==> src/rtl/pipe_csel_adder_if.sv <==
// Operand/result stream bundle for pipe_csel_adder.
// slave: the adder itself; master: the producer/consumer side driving it.
interface pipe_csel_adder_if #(
  parameter int WIDTH = 32
);
  logic             in_valid;
  logic             in_ready;
  logic [WIDTH-1:0] in_a;
  logic [WIDTH-1:0] in_b;
  logic             in_cin;
  logic             in_sub;
  logic             out_valid;
  logic             out_ready;
  logic [WIDTH-1:0] out_sum;
  logic             out_cout;
  logic             out_ovf;

  modport master (
    output in_valid, in_a, in_b, in_cin, in_sub, out_ready,
    input  in_ready, out_valid, out_sum, out_cout, out_ovf
  );

  modport slave (
    input  in_valid, in_a, in_b, in_cin, in_sub, out_ready,
    output in_ready, out_valid, out_sum, out_cout, out_ovf
  );
endinterface

==> src/rtl/pipe_csel_adder.sv <==
// Pipelined carry-select adder/subtractor, one SEG-bit segment per stage.
// Each stage carries the full operand/sum words; stage k only consumes
// segment k of the operands and only writes segment k of the sum, which
// gives the operand skew and result deskew without separate delay lines.
// Optional feature: define CSEL_SAT_EN to clamp the result on signed overflow.
module pipe_csel_adder #(
  parameter int WIDTH = 32,
  parameter int SEG   = 8
) (
  input logic             clk,
  input logic             rst_n,
  pipe_csel_adder_if.slave bus
);
  // WIDTH must be a multiple of SEG and at least SEG.
  localparam int unsigned NSEG = WIDTH / SEG;
  localparam int unsigned LAST = NSEG - 1;

  // Stage registers
  logic             v_q [NSEG];
  logic             c_q [NSEG];
  logic [WIDTH-1:0] a_q [NSEG];
  logic [WIDTH-1:0] b_q [NSEG];
  logic [WIDTH-1:0] s_q [NSEG];
  logic             ovf_q;

  // Stage inputs and next values
  logic             v_i   [NSEG];
  logic             c_i   [NSEG];
  logic [WIDTH-1:0] a_i   [NSEG];
  logic [WIDTH-1:0] b_i   [NSEG];
  logic [WIDTH-1:0] s_i   [NSEG];
  logic [SEG:0]     cand0 [NSEG];
  logic [SEG:0]     cand1 [NSEG];
  logic [SEG:0]     sel   [NSEG];
  logic [WIDTH-1:0] s_n   [NSEG];
  logic             c_n   [NSEG];
  logic [WIDTH-1:0] fin_sum;
  logic             msb_cin;
  logic             ovf_n;
  logic             stall;

  assign stall         = v_q[LAST] && !bus.out_ready;
  assign bus.in_ready  = !stall;
  assign bus.out_valid = v_q[LAST];
  assign bus.out_sum   = s_q[LAST];
  assign bus.out_cout  = c_q[LAST];
  assign bus.out_ovf   = ovf_q;

  // Stage 0 takes the accepted beat; later stages take the previous stage's registers.
  always_comb begin
    v_i[0] = bus.in_valid && bus.in_ready;
    a_i[0] = bus.in_a;
    b_i[0] = bus.in_b ^ {WIDTH{bus.in_sub}};
    c_i[0] = bus.in_sub | bus.in_cin;
    s_i[0] = '0;
    for (int unsigned k = 1; k < NSEG; k++) begin
      v_i[k] = v_q[k-1];
      a_i[k] = a_q[k-1];
      b_i[k] = b_q[k-1];
      c_i[k] = c_q[k-1];
      s_i[k] = s_q[k-1];
    end
  end

  // Per-stage carry-select: both candidate sums, picked by the incoming carry.
  always_comb begin
    for (int unsigned k = 0; k < NSEG; k++) begin
      cand0[k] = {1'b0, a_i[k][k*SEG +: SEG]} + {1'b0, b_i[k][k*SEG +: SEG]};
      cand1[k] = cand0[k] + {{SEG{1'b0}}, 1'b1};
      sel[k]   = c_i[k] ? cand1[k] : cand0[k];
      s_n[k]   = s_i[k];
      s_n[k][k*SEG +: SEG] = sel[k][SEG-1:0];
      c_n[k]   = sel[k][SEG];
    end
  end

  // Final stage: signed overflow from MSB carry-in vs carry-out, optional clamp.
  always_comb begin
    msb_cin = a_i[LAST][WIDTH-1] ^ b_i[LAST][WIDTH-1] ^ s_n[LAST][WIDTH-1];
    ovf_n   = msb_cin ^ c_n[LAST];
    fin_sum = s_n[LAST];
`ifdef CSEL_SAT_EN
    if (ovf_n) begin
      fin_sum = a_i[LAST][WIDTH-1] ? {1'b1, {(WIDTH-1){1'b0}}}
                                   : {1'b0, {(WIDTH-1){1'b1}}};
    end
`endif
  end

  // Whole pipeline advances together unless the output is stalled.
  always_ff @(posedge clk or negedge rst_n) begin
    if (!rst_n) begin
      for (int unsigned k = 0; k < NSEG; k++) begin
        v_q[k] <= 1'b0;
        c_q[k] <= 1'b0;
        a_q[k] <= '0;
        b_q[k] <= '0;
        s_q[k] <= '0;
      end
      ovf_q <= 1'b0;
    end else if (!stall) begin
      for (int unsigned k = 0; k < NSEG; k++) begin
        v_q[k] <= v_i[k];
        c_q[k] <= c_n[k];
        a_q[k] <= a_i[k];
        b_q[k] <= b_i[k];
        s_q[k] <= (k == LAST) ? fin_sum : s_n[k];
      end
      ovf_q <= ovf_n;
    end
  end
endmodule

==> src/flat_wrapper.sv <==
// flat-port wrapper written by rule: the top's interface ports become plain ports
module pipe_csel_adder_flat 
#(
  parameter int WIDTH = 32,
  parameter int SEG   = 8
)
  (clk, rst_n, bus_in_valid, bus_in_a, bus_in_b, bus_in_cin, bus_in_sub, bus_out_ready, bus_in_ready, bus_out_valid, bus_out_sum, bus_out_cout, bus_out_ovf);
  pipe_csel_adder_if #(.WIDTH(WIDTH)) bus_i ();
  input logic clk;
  input logic rst_n;
  input wire logic [$bits(bus_i.in_valid)-1:0] bus_in_valid;
  input wire logic [$bits(bus_i.in_a)-1:0] bus_in_a;
  input wire logic [$bits(bus_i.in_b)-1:0] bus_in_b;
  input wire logic [$bits(bus_i.in_cin)-1:0] bus_in_cin;
  input wire logic [$bits(bus_i.in_sub)-1:0] bus_in_sub;
  input wire logic [$bits(bus_i.out_ready)-1:0] bus_out_ready;
  output wire logic [$bits(bus_i.in_ready)-1:0] bus_in_ready;
  output wire logic [$bits(bus_i.out_valid)-1:0] bus_out_valid;
  output wire logic [$bits(bus_i.out_sum)-1:0] bus_out_sum;
  output wire logic [$bits(bus_i.out_cout)-1:0] bus_out_cout;
  output wire logic [$bits(bus_i.out_ovf)-1:0] bus_out_ovf;
  assign bus_i.in_valid = bus_in_valid;
  assign bus_i.in_a = bus_in_a;
  assign bus_i.in_b = bus_in_b;
  assign bus_i.in_cin = bus_in_cin;
  assign bus_i.in_sub = bus_in_sub;
  assign bus_i.out_ready = bus_out_ready;
  assign bus_in_ready = bus_i.in_ready;
  assign bus_out_valid = bus_i.out_valid;
  assign bus_out_sum = bus_i.out_sum;
  assign bus_out_cout = bus_i.out_cout;
  assign bus_out_ovf = bus_i.out_ovf;
  pipe_csel_adder #(.WIDTH(WIDTH), .SEG(SEG)) u_core (.clk(clk), .rst_n(rst_n), .bus(bus_i));
endmodule
==> config.mk <==
export PLATFORM = sky130hd
export DESIGN_NAME = pipe_csel_adder_flat
export DESIGN_NICKNAME = d
export VERILOG_FILES = /design/src/rtl/pipe_csel_adder_if.sv /design/src/rtl/pipe_csel_adder.sv /design/src/flat_wrapper.sv
export SDC_FILE = /design/constraint.sdc
export NUM_CORES = 1
export LEC_CHECK = 0
export BUFFER_PORTS_ARGS = -buffer_cell sky130_fd_sc_hd__buf_2
export CAP_MARGIN = 20
export CORE_MARGIN = 2
export CORE_UTILIZATION = 25
export CTS_CLUSTER_SIZE = 20
export DETAILED_ROUTE_END_ITERATION = 10
export PLACE_DENSITY = 0.4
export SYNTH_ARGS = -nofsm -noshare
export SYNTH_HDL_FRONTEND = slang
export SYNTH_SLANG_ARGS = --single-unit
==> constraint.sdc <==
create_clock -name clk -period 3.9 [get_ports clk]
set_clock_uncertainty 0.2 [all_clocks]
set_input_delay 0.39 -clock clk [delete_from_list [all_inputs] [get_ports clk]]
set_output_delay 0.39 -clock clk [all_outputs]
set_load 0.1 [all_outputs]
==> impl_metrics.json <==
{
  "fin_crit_sh_pct": 82.3,
  "grt_pass1_wl_um": 36300,
  "utilization_pct": 30.7,
  "avgSynthCellArea_sq_um": 8.90,
  "crit_chain": "ha_1, fa_1, nand3_1, a21oi_1, nor4b_4, nand2_2, or4_4, a211o_1, a31o_1",
  "maxCapViolCount": 0,
  "post_cts_buffers": 0,
  "syn-cell-area_sq_um": 9010,
  "drc": 0,
  "rsz0062_at_grt": "false",
  "drive_gt1_share_pct": 13.9,
  "crit_arrival_ns": 3.35,
  "vias": 6776,
  "gr-usage-all-layers_pct": 11.9,
  "die_x_um": 194,
  "startpoint": "u_core.b_i[24]$_DFFE_PN0N_",
  "ys.flop_type": "dfrtp_1",
  "ys_warn_count": 0,
  "timing.fmax_ghz": 0.312,
  "initial_core_util_pct": 25.3,
  "finalSetupViolCount": 0,
  "drtPass1Iterations": 4,
  "cts_hold_buf": 29,
  "critPathSlowestCell": "or4_4",
  "cts_inserted_buffers": 17,
  "peakVddDrop_mv": 0.937,
  "area_delta_synth_final_pct": 21.3,
  "clock_path_buffers": 2,
  "max_stage_delay_ns": 0.56,
  "cts_sinks": 185,
  "row_count": 69,
  "clk_latency_ns": 0.45,
  "final_nets": 1237,
  "path_max_fanout": 5,
  "timing.rr.end": "u_core.bus.out_ovf$_DFFE_PN0N_",
  "slew_violations": 0,
  "syn_nets": 1124,
  "crit_type": "register to register",
  "synth_cell_types": 60,
  "crit_path_end_kind": "register",
  "finalHoldViolCount": 0,
  "diodes": 0,
  "gp_congestion": 0.723,
  "antenna_found_initial": 0,
  "whs_ns": 0.0281,
  "die_area_sq_um": 37600,
  "reg2reg_slack_ns": 0.69,
  "synth_edf_count": 0,
  "grt_max_degree": 230,
  "hold_path.class": "input port to register",
  "cts_resized": 0,
  "finalPower_uw": 10100,
  "cts.clk_slew.worst_paths_ns": 0.08,
  "cts_tree": "yes",
  "max_slew_margin_pct": 33.9,
  "io_buffers": 105,
  "drtIter0Drc": 343,
  "io_pins": 106,
  "root_buffer": "clkbuf_16",
  "regToRegStartpoint": "u_core.b_i[24]$_DFFE_PN0N_",
  "fin_crit_ns": 3.21,
  "power.leakage_uw": 0.00530,
  "async_flop_share_pct": 100,
  "dieHeight_um": 194,
  "tns_ns": 0,
  "synth_cells": 1013,
  "worst_slew_pin_slew_ns": 0.992,
  "wire_per_inst_um": 13.2,
  "synth-seq-cells": 185,
  "ys_seq_area_share_pct": 51.4,
  "cts.htree.levels": 4,
  "required_ns": 4.04,
  "start_kind": "register",
  "status": "complete, no violations",
  "reg2regPathDepth": 9,
  "overflow": 0,
  "routed_via_density": 4.24,
  "ant_nets": 0,
  "critPathCapture": "u_core.bus.out_ovf$_DFFE_PN0N_",
  "worst_slack_ns": 0.690,
  "power_density_nw_per_um2": 928,
  "place_ws_ns": 0.705,
  "grt_pass1_vias": 6964,
  "wirelength_um": 21100,
  "core_sq_um": 35600,
  "dp_hpwl_um": 13800
}
==> worst min-delay path by stage <==
| stage | start | endpoint | cells past startpoint |
|---|---|---|---|
| floorplan | rst_n | u_core.a_i[24]$_DFFE_PN0N_ | 0 |
| global placement | u_core.bus.out_sum[16]$_DFFE_PN0N_ | u_core.bus.out_sum[16]$_DFFE_PN0N_ | 2 |
| detailed placement | u_core.bus.out_sum[1]$_DFFE_PN0N_ | u_core.bus.out_sum[1]$_DFFE_PN0N_ | 2 |
| CTS | bus_in_b[20] | u_core.b_i[84]$_DFFE_PN0N_ | 3 |
| global route | bus_in_b[10] | u_core.b_i[74]$_DFFE_PN0N_ | 3 |
| finish | bus_in_b[19] | u_core.b_i[83]$_DFFE_PN0N_ | 3 |
==> cell usage in the layout (no fill, tap or decap), types with 5 or more instances in the layout <==
cell           Yosys  routed
nand3_1            8       8
ha_1              37      37
xor2_1            21      21
nor3_1             5       5
dlygate4sd3_1      0      29
inv_1             23      23
nor2_1            23      23
nand4_1            6       6
xnor2_1           52      52
o31ai_1            6       6
nand2_1          433     433
a211o_1            5       5
o21ai_1           10      10
buf_2              0     104
dfrtp_1          185     185
o21a_1             8       8
a21oi_1           23      23
o21ai_0           50      50
clkbuf_16          0      17
==> cells in the mapped netlist (3+ instances only) <==
| cell | count | area [sq um] |
|---|---|---|
| xnor2_1 | 52 | 455 |
| or3_1 | 3 | 18.8 |
| clkbuf_1 | 37 | 139 |
| o21ai_0 | 50 | 250 |
| o2111a_1 | 3 | 33.8 |
| nor4_1 | 4 | 25.0 |
| nand4_1 | 6 | 37.5 |
| dfrtp_1 | 185 | 4630 |
| o21bai_1 | 3 | 22.5 |
| ha_1 | 37 | 463 |
| nor2_1 | 23 | 86.3 |
| o21a_1 | 8 | 60.1 |
| o31ai_1 | 6 | 45.0 |
| nor2b_1 | 5 | 31.3 |
| fa_1 | 4 | 80.1 |
| and2_1 | 3 | 18.8 |
| nand2_1 | 433 | 1630 |
| o21ai_1 | 10 | 50.1 |
| buf_1 | 9 | 33.8 |
| nand3_1 | 8 | 40.0 |
| nor3_1 | 5 | 25.0 |
| xor2_1 | 21 | 184 |
| inv_1 | 23 | 86.3 |
| a21oi_1 | 23 | 115 |
| a2111oi_0 | 3 | 26.3 |
| a211o_1 | 5 | 43.8 |
==> power by group <==
group	total, uW	switching (uW)	internal (uW)
clock	1800	867	929
sequential	3250	476	2770
combinational	5090	3510	1580
==> cells by family (layout without fill, tap and decap cells) <==
family | after synthesis | count (layout) | synth area share (%)
adders and majority gates | 41 | 41 | 6.02
xor gates and xnor gates | 73 | 73 | 7.09
DFF | 185 | 185 | 51.4
muxes | 2 | 2 | 0.222
buffers and inverters | 71 | 197 | 2.96
and+or+nand+nor | 506 | 506 | 22.8
AOI/OAI and AO/OA | 135 | 135 | 9.55
==> registers in the layout, indices dropped and copies added, names as in the netlist, 3 cells and up <==
signal              flops
u_core.bus.out_sum     32
u_core.c_i              3
u_core.b_i             48
u_core.s_i             24
u_core.fin_sum         24
u_core.v_i              3
u_core.a_i             48
==> worst max-delay path, delay by kind of cell (launching register included) <==
kind            cells  cell delay [ns]
compound gates      3             0.63
simple gates        4             1.20
flops               1             0.39
fa+ha+maj           2             0.69
==> metal layers <==
layer	vias up	part of all wire [%]	track usage [%]
li1	3531	-	-
met1	3160	52	16.7
met2	69	44	18.2
met3	16	3.0	3.03
met4	0	1.2	3.31
met5	-	0	0
==> area by class of cell <==
| cell class | count | area, sq um |
|---|---|---|
| inverters | 25 | 96.3 |
| fillers | 3850 | 24600 |
| flip-flops and latches | 185 | 4630 |
| multi-input cells | 757 | 4130 |
| clock inverters | 14 | 155 |
| well taps | 461 | 577 |
| repair buffers | 140 | 907 |
| clock buffers | 18 | 439 |
==> through the flow <==
step                instance area, sq um  std cells
finish                             10900       1600
global route                       10900       1600
CTS                                10900       1600
detailed placement                 10000       1539
global placement                   10000       1539
floorplan                           9010       1013
Power figures use the tool's default switching activity.
